### src/rtl/contador_4bit_desc_lim12_pkg.sv
// Shared definitions for the descending LIMIT..0 counter: state encoding and defaults.
package contador_4bit_desc_lim12_pkg;

  localparam int          WIDTH_4  = 4;
  localparam logic [3:0]  LIMIT_12 = 4'd12;

  typedef enum logic [1:0] {
    ST_IDLE = 2'b00,
    ST_RUN  = 2'b01,
    ST_DONE = 2'b10
  } state_t;

endpackage

### src/rtl/contador_4bit_desc_lim12.sv
// Descending modulo counter LIMIT..0 with free-run wrap (borrow pulse) or one-shot stop.
module contador_4bit_desc_lim12
  import contador_4bit_desc_lim12_pkg::*;
#(
  parameter int WIDTH = WIDTH_4,
  parameter int LIMIT = int'(LIMIT_12)
) (
  input  logic             clk,
  input  logic             reset,
  input  logic             en,
  input  logic             start,
  input  logic             load,
  input  logic [WIDTH-1:0] load_val,
  input  logic             one_shot,
  output logic [WIDTH-1:0] count,
  output logic             borrow,
  output logic             busy,
  output logic             done
);

  localparam logic [WIDTH-1:0] LIM = WIDTH'(LIMIT);

  state_t           state, state_next;
  logic [WIDTH-1:0] count_next;
  logic             borrow_next;

  // Priority load > start > en; the zero case is decoded before decrementing.
  always_comb begin
    // NOTE: every output gets a default first so no path leaves a latch behind.
    state_next  = state;
    count_next  = count;
    borrow_next = 1'b0;
    if (load) begin
      count_next = (load_val > LIM) ? LIM : load_val;
      state_next = ST_IDLE;
    end else if (start && state != ST_RUN) begin
      state_next = ST_RUN;
    end else if (state == ST_RUN && en) begin
      if (count == '0) begin
        if (one_shot) begin
          state_next = ST_DONE;
        end else begin
          count_next  = LIM;
          borrow_next = 1'b1;
        end
      end else begin
        count_next = count - WIDTH'(1);
      end
    end
  end

  // busy/done are flopped from the next state so every output comes straight off a register.
  always_ff @(posedge clk or negedge reset) begin
    if (!reset) begin
      state  <= ST_IDLE;
      count  <= LIM;
      borrow <= 1'b0;
      busy   <= 1'b0;
      done   <= 1'b0;
    end else begin
      // NOTE: non-blocking assignments so all registers update from the same pre-edge values.
      state  <= state_next;
      count  <= count_next;
      borrow <= borrow_next;
      busy   <= (state_next == ST_RUN);
      done   <= (state_next == ST_DONE);
    end
  end

endmodule

### config.mk
export PLATFORM = sky130hd
export DESIGN_NAME = contador_4bit_desc_lim12
export DESIGN_NICKNAME = d
export VERILOG_FILES = /design/src/rtl/contador_4bit_desc_lim12_pkg.sv /design/src/rtl/contador_4bit_desc_lim12.sv
export SDC_FILE = /design/constraint.sdc
export NUM_CORES = 1
export LEC_CHECK = 0
export CORE_AREA = 2 2 39 41
export CTS_CLUSTER_SIZE = 10
export DETAILED_ROUTE_END_ITERATION = 10
export DIE_AREA = 0 0 41 43
export HOLD_SLACK_MARGIN = 0.06
export PLACE_DENSITY = 0.68
export SYNTH_ARGS = -nofsm -noshare
export SYNTH_HDL_FRONTEND = slang
export SYNTH_SLANG_ARGS = --single-unit
### constraint.sdc
create_clock -name clk -period 1.1 [get_ports clk]
set_input_delay 0.165 -clock clk [delete_from_list [all_inputs] [get_ports clk]]
set_output_delay 0.165 -clock clk [all_outputs]
set_load 0.03 [all_outputs]
## Yosys cells after proc, flatten, opt, wreduce, memory -nomap -nowiden

Index checks and enable logic that the tools add are counted.

| word-level totals | value |
|---|---|
| bits of input ports | 10 |
| register bits after elaboration | 9 |

| operators by class | value |
|---|---|
| add/subtract/negate cells | 1 |
| magnitude comparators | 1 |
| equal/unequal tests | 6 |
| muxes and demuxes | 16 |
| reductions and logical operators | 5 |

Operators by type and width:

| operator | count |
|---|---|
| $mux W4 | 6 |
| $mux W2 | 5 |
| $mux W1 | 5 |
| $eq A2 B1 Y1 const B | 2 |
| $gt A4 B4 Y1 const B | 1 |
| $logic_not A4 Y1 | 1 |
| $sub A4 B1 Y4 const B | 1 |
| $ne A3 B3 Y1 const B | 1 |
| $reduce_and A3 Y1 | 1 |
| $eq A2 B2 Y1 const B | 1 |
| $logic_and A1 B1 Y1 | 2 |
| $ne A2 B1 Y1 const B | 1 |
| $ne A2 B2 Y1 const B | 1 |
| $reduce_bool A2 Y1 | 1 |

## Depth between registers and ports, before layout

Gate-level depths: netlist of the first run.

| depth | value |
|---|---|
| depth after elaboration | 6 |
| depth in mapped cells | 4 |
| gate-level depth less buffers | 3 |

## Least setup slack after synthesis of the first run

OpenSTA, ideal clock, no wires.

| timing path | value |
|---|---|
| kind | register -> register |
| start | reg count[0] |
| end | reg busy |
| arrival | 1.135 ns |
| cell stages (with the launch flop) | 4 |
| clock period less this slack | 1.267 ns |
| buffers on the path | 0 |
| required time | 0.968 ns |
| path slack | -0.167 ns |
| library setup time | 0.132 ns |
| path through | dfrtp_1 > and4bb_4 > and4b_4 > nor3_1 |

| between the ends | value |
|---|---|
| word-level cells in the longest chain between the ends | 6 |

Ends and longest elaborated chain:

| item | RTL line | source |
|---|---|---|
| from (decl) | contador_4bit_desc_lim12.sv:15 | `output logic [WIDTH-1:0] count,` |
| from (signal assigned) | contador_4bit_desc_lim12.sv:63 | `count <= count_next;` |
| $logic_not A4 Y1 | contador_4bit_desc_lim12.sv:39 | `if (count == '0) begin` |
| $mux W2 | contador_4bit_desc_lim12.sv:39 |  |
| $mux W2 | contador_4bit_desc_lim12.sv:38 | `end else if (state == ST_RUN && en) begin` |
| $mux W2 | contador_4bit_desc_lim12.sv:36 | `end else if (start && state != ST_RUN) begin` |
| $mux W2 | contador_4bit_desc_lim12.sv:33 | `if (load) begin` |
| $eq A2 B1 Y1 | contador_4bit_desc_lim12.sv:65 | `busy <= (state_next == ST_RUN);` |
| to (signal assigned) | contador_4bit_desc_lim12.sv:65 |  |
| to (decl) | contador_4bit_desc_lim12.sv:17 | `output logic busy,` |

No other way between the ends.
A chain may end at the register's enable or synchronous reset.

## Worst setup path in the final report of the first run

| timing path | value |
|---|---|
| start | reg count[3] |
| end | reg done |

| between the ends | value |
|---|---|
| word-level cells in the longest chain between the ends | 6 |

Ends and longest elaborated chain:

| item | RTL line | source |
|---|---|---|
| $logic_not A4 Y1 | contador_4bit_desc_lim12.sv:39 |  |
| $mux W2 | contador_4bit_desc_lim12.sv:39 |  |
| $mux W2 | contador_4bit_desc_lim12.sv:38 |  |
| $mux W2 | contador_4bit_desc_lim12.sv:36 |  |
| $mux W2 | contador_4bit_desc_lim12.sv:33 |  |
| $eq A2 B2 Y1 | contador_4bit_desc_lim12.sv:66 | `done <= (state_next == ST_DONE);` |
| to (signal assigned) | contador_4bit_desc_lim12.sv:66 |  |
| to (decl) | contador_4bit_desc_lim12.sv:18 | `output logic done` |

No other way between the ends.

==> results of run 1 <==
sequential cells by signal, summed over array words and instances (netlist names):
register / cells
done: 1
state: 2
borrow: 1
busy: 1
count: 4
where the power goes:
part / internal (mW) / total [mW] / switching (mW)
registers: 0.360 / 0.382 / 0.0217
logic: 0.144 / 0.274 / 0.130
clock network: 0.134 / 0.255 / 0.121
cell usage in the layout (no fill, tap or decap), drive strengths merged, types with 2 or more instances in the layout:
master / count
a31oi: 2
clkdlybuf4s50: 9
inv: 3
nor3: 4
dfrtp: 7
dfstp: 2
a2bb2oi: 2
clkbuf: 3
o21a: 2
o21ai: 4
nand2: 2
buf: 17
nor2: 4
a21oi: 3
stage by stage:
stage	setup TNS (ps)	utilization [%]	cell area [sq um]	total power, mW	hold WS [ps]
after floorplan	-633	-	472	0.496	-131
after detailed placement	-2140	49.9	691	0.618	485
after global placement	-1850	49.9	691	0.613	493
final	-709	56.4	781	0.911	198
after global routing	-1190	56.4	781	0.973	212
after CTS	-713	55.7	771	0.915	196
cell families after synthesis:
kind of cell / after synthesis
multiplexers: 1
flip-flops: 9
buffers and inverters: 4
AO/OA/AOI/OAI: 16
AND/OR/NAND/NOR: 17
area by class of cell:
cell class	instances	area (sq um)	share of cell area, %
multi-input combinational	34	255	32.7
timing repair buffer	26	236	30.3
sequential	9	230	29.5
clock buffer	3	22.5	2.88
tap	16	20.0	2.56
inverter	3	11.3	1.44
clock inverter	1	5.00	0.641
timing repair:
| item | in CTS | in global routing |
|---|---|---|
| hold endpoints to repair | 0 | 0 |
| gates resized for setup | 6 | 2 |
| buffers inserted | 2 | 0 |
| pin swaps | 0 | 1 |
| setup endpoints to repair | 11 | 11 |
worst paths after layout:
| path | startpoint | endpoint | slack (ps) | cells after the start |
|---|---|---|---|---|
| worst min-delay path | reset | borrow | 200 | 1 |
| min in group clk | load_val[1] | count[1] | 460 | 3 |
| max in group asynchronous | reset | count[2] | 580 | 1 |
| worst max-delay path | count[3] | done | -120 | 4 |
| worst max register to register | count[3] | done | -120 | 4 |
| worst min register to register | count[0] | borrow | 620 | 2 |
metal layers:
layer / vias to the layer above / routed length, um / global-route usage, %
met3: 4 / 83 / 6.28
met5: - / 0 / 0
met1: 223 / 519 / 20.9
met2: 16 / 646 / 26.3
met4: 0 / 30 / 10.0
li1: 229 / - / -
==> summary.txt, run 1 <==
Critical path
  – Critical path's top delay family: flip-flops
  – CP Launch Type: flip-flop
  – CP Max Fanout: 4
  – Critical path cell sequence: buf_4 > nor2_2 > and4b_4 > o21a_1
  – WS Path Type: flip-flop to flip-flop
  – Worst path slowest cell: dfstp_2
  – CP required: 1260 ps
  – CP arrival: 1370 ps
  – Bufs and invs on worst path: 1
  – Crit end category: flip-flop
  – Crit path largest cell delay: 560 ps

STA
  – Unrepaired setup endpoints after global routing: yes
  – Max-slew headroom: 72.4%
  – Final period util: 111%
  – Minimum clock period: 1220 ps
  – Skew final: 0.307 ps
  – Worst slew pin tran: 412 ps
  – Max-slew violation count: 0
  – Fmax: 822 MHz
  – Final setup viols: 11
  – Final worst slack: -116 ps
  – Final Hold Fails: 0

Floorplanning
  – Die H: 43 um
  – Core region area: 1380 sq um
  – I/O pin cnt: 17
  – Die ar.: 1760 sq um
  – Die Wd: 41 um
  – Initial Util: 33.7%
  – # rows: 14

Layout
  – # fillers: 122
  – Share of cells above drive strength 1: 42.1%
  – Nets@finish: 87
  – Area grow syn2layout: 67.3%
  – Non-filler cells, final: 92
  – N_diodes: 0

Clock network
  – Clk buf depth: 2
  – H-tree level count: 1
  – Clk slew on worst S/H paths: 60 ps
  – CTS Buf Count: 3
  – Clock Latency Late Sink: 260 ps
  – CTS tree: yes
  – # clock sinks: 9
  – Post-CTS Hold Fix Bufs: 0
  – CTS root buf: clkbuf_4

Pwr
  – Leakage: 0.331 nW
  – PwrDens: 1170 nW/um^2
  – Max IR drop VDD: 0.891 mV

Hold path
  – Worst hold path class: input pin to async pin

Logic synthesis
  – Top FF cell, synth: dfrtp_1
  – Post-Syn Area per Cell: 9.93 sq um
  – Cell area after synthesis: 467 sq um
  – Ys Warns: 0
  – Cells after Synth: 47
  – Synth Area in Simple Gates: 23.1%
  – Post-synthesis compound-gate area fraction: 22.8%
  – Post-synth top area cell: dfrtp_1
  – Mapped Nets: 57
  – Ranking of synthesized cells by area: dfrtp_1 38%, dfstp_2 11%, nor3_1 4.3%
  – Async set-or-reset flop fraction in the synthesized netlist: 100%
  – Post-synth cell types: 24
  – Adder-cell area share of the yosys netlist: 0%
  – Flops & latches, synth: 9
  – Top-count cell post-synth: dfrtp_1
  – Post-synthesis mux area share: 2.14%
  – Largest family of logic cells by synthesized area: simple AND/OR/NAND/NOR gates
  – Area share of the largest cell type after synthesis: 37.5%
  – Seq/Total Area, Yosys: 48.8%
  – Synth Area in XOR/XNOR: 0%
  – Post-synth top cells: 7 x dfrtp_1, 4 x nor2_1, 4 x nor3_1
  – Number of synthesized flops with an enable pin: 0

Outcome
  – Violated checks: negative setup slack
  – Outcome: finished with violations

Detailed routing
  – 1st-iter DRT viols: 8
  – Pre-antenna DRT Iters: 4
  – Per-cell routed wire length: 13.9 um
  – DRT antenna net count: 0
  – Vias per inst: 5.13
  – Final WL: 1.28 mm
  – Drc violations: 0
  – Vias: 472

GRT
  – GRT Total Usage: 17.6%
  – Initial antenna violation count: 0
  – First-pass GRT wire length: 1.99 mm
  – Largest net degree at the start of global routing: 10
  – Vias in the first global route: 454
  – Remaining global-route overflow: 0

Placement
  – Cell count after placement: 86
  – Gpl congestion: 0.797
  – Hpwl dp: 904 um
  – Worst slack, placed: -289 ps
  – IO Port Bufs: 16

Flow run
  – MaxCap Viol Count: 0
No activity file was read; power rests on OpenSTA's default activity.
==> run 2, diff against run 1 <==
--- a/config.mk
+++ b/config.mk
@@ -11,6 +11,7 @@
 export DIE_AREA = 0 0 41 43
 export HOLD_SLACK_MARGIN = 0.06
 export PLACE_DENSITY = 0.68
+export RECOVER_POWER = 100
 export SYNTH_ARGS = -nofsm -noshare
 export SYNTH_HDL_FRONTEND = slang
 export SYNTH_SLANG_ARGS = --single-unit
==> run 2 against run 1 <==
The flow still finishes with violations (negative setup slack). Design area is 0.96% lower. Critical endpoint unchanged. Non-clock buffer count stayed put. Critical path depth unchanged. Sequential power about the same. Highest routed layer unchanged. Setup slack about the same.
==> summary.txt, run 2 (synthesis results as in run 1) <==
Outcome
  – Outcome: finished with violations
  – Violated checks: negative setup slack

Layout
  – Nets@finish: 87 (unchanged)
  – Top reg by flops: count
  – Max reg flops: 4 (unchanged)
  – Share of cells above drive strength 1: 42.1% (unchanged)
  – Largest regs: count (4), state (2)
  – Area grow syn2layout: 65.7%
  – Commonest cells after routing, fill and taps aside: 8 x clkdlybuf4s50_1, 8 x buf_4, 5 x dfrtp_1, 5 x buf_6
  – Final Cell Area: 773 sq um (-0.96%)
  – # fillers: 122 (unchanged)
  – N_diodes: 0 (unchanged)

Critical path
  – WS Path Type: flip-flop to flip-flop
  – R2R setup slack: -120 ps (about the same)
  – Critical path cell sequence: buf_4 > nor2_2 > and4b_4 > o21a_1
  – CP Max Fanout: 4 (unchanged)
  – Critical R2R Capture: done
  – Crit path largest cell delay: 560 ps (about the same)
  – Critical R2R Launch: count[3]
  – Worst path slowest cell: dfstp_2
  – Crit end category: flip-flop
  – CP required: 1260 ps (about the same)
  – FF-to-FF path depth: 4 (unchanged)
  – CP Launch Type: flip-flop
  – CP arrival: 1370 ps (about the same)

STA
  – Fmax: 822 MHz (about the same)
  – Final Hold Fails: 0 (unchanged)
  – Unrepaired setup endpoints after global routing: yes
  – Worst slew pin tran: 418 ps (+5.65 ps)
  – Final setup viols: 11 (unchanged)
  – Skew final: 0.225 ps (-0.0822 ps)
  – TNS Setup: -694 ps (+15.0 ps)
  – Final period util: 111% (about the same)
  – Minimum clock period: 1220 ps (+0.192 ps)
  – Max-slew violation count: 0 (unchanged)
  – Final worst slack: -116 ps (-0.192 ps)
  – Max-slew headroom: 72.0% (-0.38 points)

Floorplanning
  – # rows: 14 (unchanged)
  – I/O pin cnt: 17 (unchanged)
  – Core region area: 1380 sq um (unchanged)
  – Die H: 43 um (unchanged)
  – Initial Util: 33.7% (unchanged)
  – Die ar.: 1760 sq um (unchanged)
  – Die Wd: 41 um (unchanged)

Detailed routing
  – 1st-iter DRT viols: 9 (+1)
  – Vias: 470 (-0.42%)
  – Vias per inst: 5.11 (-0.42%)
  – Drc violations: 0 (unchanged)
  – Per-cell routed wire length: 13.8 um (-1.1%)
  – Pre-antenna DRT Iters: 4 (unchanged)
  – DRT antenna net count: 0 (unchanged)
  – Final WL: 1.27 mm (-1.1%)

Placement
  – Gpl congestion: 0.797 (unchanged)
  – IO Port Bufs: 16 (unchanged)
  – Hpwl dp: 904 um (unchanged)
  – Placed Area: 691 sq um (unchanged)

Clock network
  – Post-CTS Hold Fix Bufs: 0 (unchanged)
  – Clk buf depth: 2 (unchanged)
  – CTS Buf Count: 3 (unchanged)
  – H-tree level count: 1 (unchanged)
  – # clock sinks: 9 (unchanged)
  – Clock Latency Late Sink: 260 ps (about the same)
  – CTS tree: yes
  – CTS root buf: clkbuf_4
  – Clk slew on worst S/H paths: 60 ps (about the same)

GRT
  – Vias in the first global route: 454 (unchanged)
  – GRT Total Usage: 17.6% (unchanged)
  – Met1 layer usage reported by global route: 20.9% (unchanged)
  – Met3 GRT Util: 6.28% (unchanged)
  – Gr busiest metal: met2
  – Initial antenna violation count: 0 (unchanged)
  – Remaining global-route overflow: 0 (unchanged)
  – Met2 Usage GRT: 26.3% (unchanged)
  – First-pass GRT wire length: 1.99 mm (unchanged)
  – Largest net degree at the start of global routing: 10 (unchanged)

Pwr
  – Leakage: 0.329 nW (-0.68%)
  – PwrDens: 1170 nW/um^2 (+0.62%)
  – Max IR drop VDD: 0.890 mV (-0.16%)

Hold path
  – Worst hold path class: input pin to async pin

Flow run
  – MaxCap Viol Count: 0 (unchanged)
[run 2: per-stage QoR]
step	hold slack (ps)	utilization, %	setup WS [ps]	instances	power [mW]
after global placement	493	49.9	-244	86	0.613
after CTS	196	55.7	-122	92	0.915
final	269	55.9	-116	92	0.908
after floorplan	-131	-	-122	47	0.496
after global routing	282	55.9	-166	92	0.970
after detailed placement	485	49.9	-289	86	0.618
[run 2: what timing repair did]
action	CTS	global route
setup endpoints to repair	11	11
gates resized for setup	6	2
setup buffers	2	0
pin swaps	0	1
[run 2: routing by layer]
| layer | share of wire, % | wire (um) |
|---|---|---|
| met5 | 0 | 0 |
| met4 | 2.4 | 30 |
| met3 | 4.9 | 62 |
| met2 | 51 | 640 |
| met1 | 42 | 532 |
[run 2: area by class of cell]
cell class | count | area (sq um) | share of cell area, %
multi-input combinational | 34 | 255 | 33.0
inverter | 3 | 11.3 | 1.46
clock buffer | 3 | 22.5 | 2.91
tap | 16 | 20.0 | 2.59
sequential | 9 | 230 | 29.8
clock inverter | 1 | 5.00 | 0.647
timing repair buffer | 26 | 229 | 29.6
[run 2: report_power, final]
| group | internal [mW] | total (mW) | switching, mW | leakage (nW) |
|---|---|---|---|---|
| clock | 0.134 | 0.255 | 0.121 | 0.0177 |
| combinational | 0.142 | 0.271 | 0.130 | 0.202 |
| sequential | 0.360 | 0.382 | 0.0217 | 0.110 |
[run 2: worst max-delay path by stage]
stage	depth (start not counted)	slack, ps	to	startpoint
detailed placement	4	-290	done	en
global route	4	-170	state[1]	count[3]
CTS	4	-120	done	count[3]
finish	4	-120	done	count[3]
floorplan	3	-120	busy	count[0]
global placement	4	-240	done	en
[run 2: critical path: cells and delay by family (launching register included)]
kind	cells	cell delay, ps
and+or+nand+nor	2	240
buffers and inverters	1	120
DFF	1	560
AOI/OAI and AO/OA	1	180
==> run 3, diff against run 2 <==
--- a/config.mk
+++ b/config.mk
@@ -5,10 +5,10 @@
 export SDC_FILE = /design/constraint.sdc
 export NUM_CORES = 1
 export LEC_CHECK = 0
-export CORE_AREA = 2 2 39 41
+export CORE_AREA = 5 5 42 44
 export CTS_CLUSTER_SIZE = 10
 export DETAILED_ROUTE_END_ITERATION = 10
-export DIE_AREA = 0 0 41 43
+export DIE_AREA = 0 0 47 49
 export HOLD_SLACK_MARGIN = 0.06
 export PLACE_DENSITY = 0.68
 export RECOVER_POWER = 100
==> run 3 against run 2 <==
Combinational power is 3% higher. Clock skew grew 7.4 ps. Largest cell class unchanged. Critical path type unchanged. Sequential share of layout area shrank 0.24 points. Critical endpoint unchanged. The flow still finishes with violations (negative setup slack). Sequential power about the same. Largest power group unchanged. Critical path depth shrank 1. Register-to-register slack is essentially flat. Fmax decreased by 0.11%. Total power increased by 1.1%. Die area increased by 31%. Design area increased by 0.81%.
==> summary.txt, run 3 (synthesis results as in run 1) <==
Outcome
  – Outcome: finished with violations
  – Violated checks: negative setup slack

Floorplanning
  – Die Wd: 47 um (+15%)
  – Core region area: 1400 sq um (+1.3%)
  – # rows: 14 (unchanged)
  – Die ar.: 2300 sq um (+31%)
  – Die H: 49 um (+14%)
  – Initial Util: 33.3% (-0.42 points)
  – I/O pin cnt: 17 (unchanged)

Critical path
  – Bufs and invs on worst path: 0 (-1)
  – Crit path largest cell delay: 420 ps (-140 ps)
  – CP Max Fanout: 4 (unchanged)
  – WS Path Type: flip-flop to flip-flop
  – CP arrival: 1410 ps (+40 ps)
  – R2R setup slack: -120 ps (about the same)
  – Critical path's top delay family: simple AND/OR/NAND/NOR gates
  – Critical path cell sequence: and4bb_4 > and4b_4 > o21a_1
  – CP Launch Type: flip-flop
  – CP required: 1300 ps (+40 ps)
  – Crit end category: flip-flop
  – Worst path slowest cell: dfrtp_2

Placement
  – Cell count after placement: 86 (unchanged)
  – Worst slack, placed: -283 ps (+6.21 ps)
  – Gpl congestion: 0.715 (-10%)
  – IO Port Bufs: 16 (unchanged)
  – Hpwl dp: 910 um (+0.71%)
  – Placed Area: 691 sq um (unchanged)

Layout
  – Share of cells above drive strength 1: 40.3% (-1.8 points)
  – Multi-input gate area: 249 sq um (-2.5%)
  – Area grow syn2layout: 67.0%
  – Commonest non-fill, non-tap cell in the layout: buf_4
  – Nets@finish: 88 (+1.1%)
  – FF/Latch Area: 230 sq um (unchanged)
  – Commonest cells after routing, fill and taps aside: 10 x buf_4, 8 x clkdlybuf4s50_1, 6 x buf_6
  – Non-filler cells, final: 93 (+1.1%)
  – N_diodes: 0 (unchanged)
  – Largest regs: count (4), state (2)
  – Final Core Density: 55.6% (-0.25 points)
  – # fillers: 130 (+6.6%)
  – Final Cell Area: 779 sq um (+0.81%)
  – Top reg by flops: count
  – Max reg flops: 4 (unchanged)

Detailed routing
  – Pre-antenna DRT Iters: 4 (unchanged)
  – Vias: 482 (+2.6%)
  – Vias per inst: 5.18 (+1.5%)
  – Per-cell routed wire length: 13.8 um (+0.33%)
  – DRT antenna net count: 0 (unchanged)
  – Final WL: 1.28 mm (+1.4%)
  – Drc violations: 0 (unchanged)
  – 1st-iter DRT viols: 9 (unchanged)

Pwr
  – PwrDens: 1180 nW/um^2 (+0.25%)
  – Leakage: 0.332 nW (+0.94%)
  – Pwr Total: 0.918 mW (+1.1%)
  – Max IR drop VDD: 0.520 mV (-42%)

Clock network
  – Clk buf depth: 2 (unchanged)
  – Clock Latency Late Sink: 260 ps (about the same)
  – H-tree level count: 1 (unchanged)
  – CTS Buf Count: 3 (unchanged)
  – Clk slew on worst S/H paths: 70 ps (about the same)
  – # clock sinks: 9 (unchanged)
  – CTS tree: yes
  – Post-CTS Hold Fix Bufs: 0 (unchanged)
  – CTS root buf: clkbuf_4

GRT
  – Largest net degree at the start of global routing: 10 (unchanged)
  – GRT Total Usage: 12.6% (-5.0 points)
  – Initial antenna violation count: 0 (unchanged)
  – Remaining global-route overflow: 0 (unchanged)
  – Vias in the first global route: 473 (+4.2%)
  – First-pass GRT wire length: 2.10 mm (+5.5%)

Flow run
  – MaxCap Viol Count: 0 (unchanged)

STA
  – Minimum clock period: 1220 ps (+1.34 ps)
  – Max-slew violation count: 0 (unchanged)
  – Final Hold Fails: 0 (unchanged)
  – Final period util: 111% (+0.12 points)
  – Final setup viols: 9 (-2)
  – Worst slew pin tran: 401 ps (-17.0 ps)
  – Unrepaired setup endpoints after global routing: yes
  – Skew final: 7.63 ps (+7.41 ps)
  – WHS: 260 ps (-8.85 ps)
  – Max-slew headroom: 73.2% (+1.1 points)
  – TNS Setup: -738 ps (-43.6 ps)
  – Fmax: 821 MHz (-0.11%)
  – Final worst slack: -118 ps (-1.34 ps)

Hold path
  – Worst hold path class: input pin to async pin
==> run 3: cell count changes in the layout (fill, tap and decap cells not counted), sizes merged <==
cell	change
buf	+3
clkbuf	-1
clkinv	-1
==> run 3: cell type report <==
| type | count | area share, % |
|---|---|---|
| flip-flops and latches | 9 | 29.5 |
| multi-input cells | 34 | 31.9 |
| repair buffers | 27 | 31.1 |
| well taps | 16 | 2.57 |
| inverters | 3 | 1.44 |
| clock buffers | 4 | 3.37 |
==> run 3: worst paths after layout <==
check / from / endpoint / cells past startpoint
worst max-delay path: count[0] / done / 3
worst min-delay path: reset / borrow / 1
worst max register to register: count[0] / done / 3
worst min register to register: count[3] / count[3] / 2
max in group asynchronous: reset / count[3] / 1
min in group clk: load_val[1] / count[1] / 3
==> run 3: power by group <==
part / internal [mW] / total [mW] / switching [mW]
clock: 0.140 / 0.258 / 0.118
sequential: 0.360 / 0.381 / 0.0207
combinational: 0.149 / 0.279 / 0.129
total: 0.649 / 0.918 / 0.268
==> run 3: timing repair <==
action | in CTS | in global routing
pin swaps | 0 | 4
gates resized for setup | 4 | 4
endpoints found under the setup margin | 9 | 11
endpoints found under the hold margin | 0 | 0
buffers inserted | 2 | 1
==> run 3: metal layers <==
layer | vias up | track usage (%) | share of wire [%]
met1 | 230 | 15.5 | 40
met5 | - | 0 | 0
met3 | 4 | 2.21 | 5.5
met2 | 14 | 18.6 | 51
met4 | 0 | 9.68 | 3.5
li1 | 234 | - | -
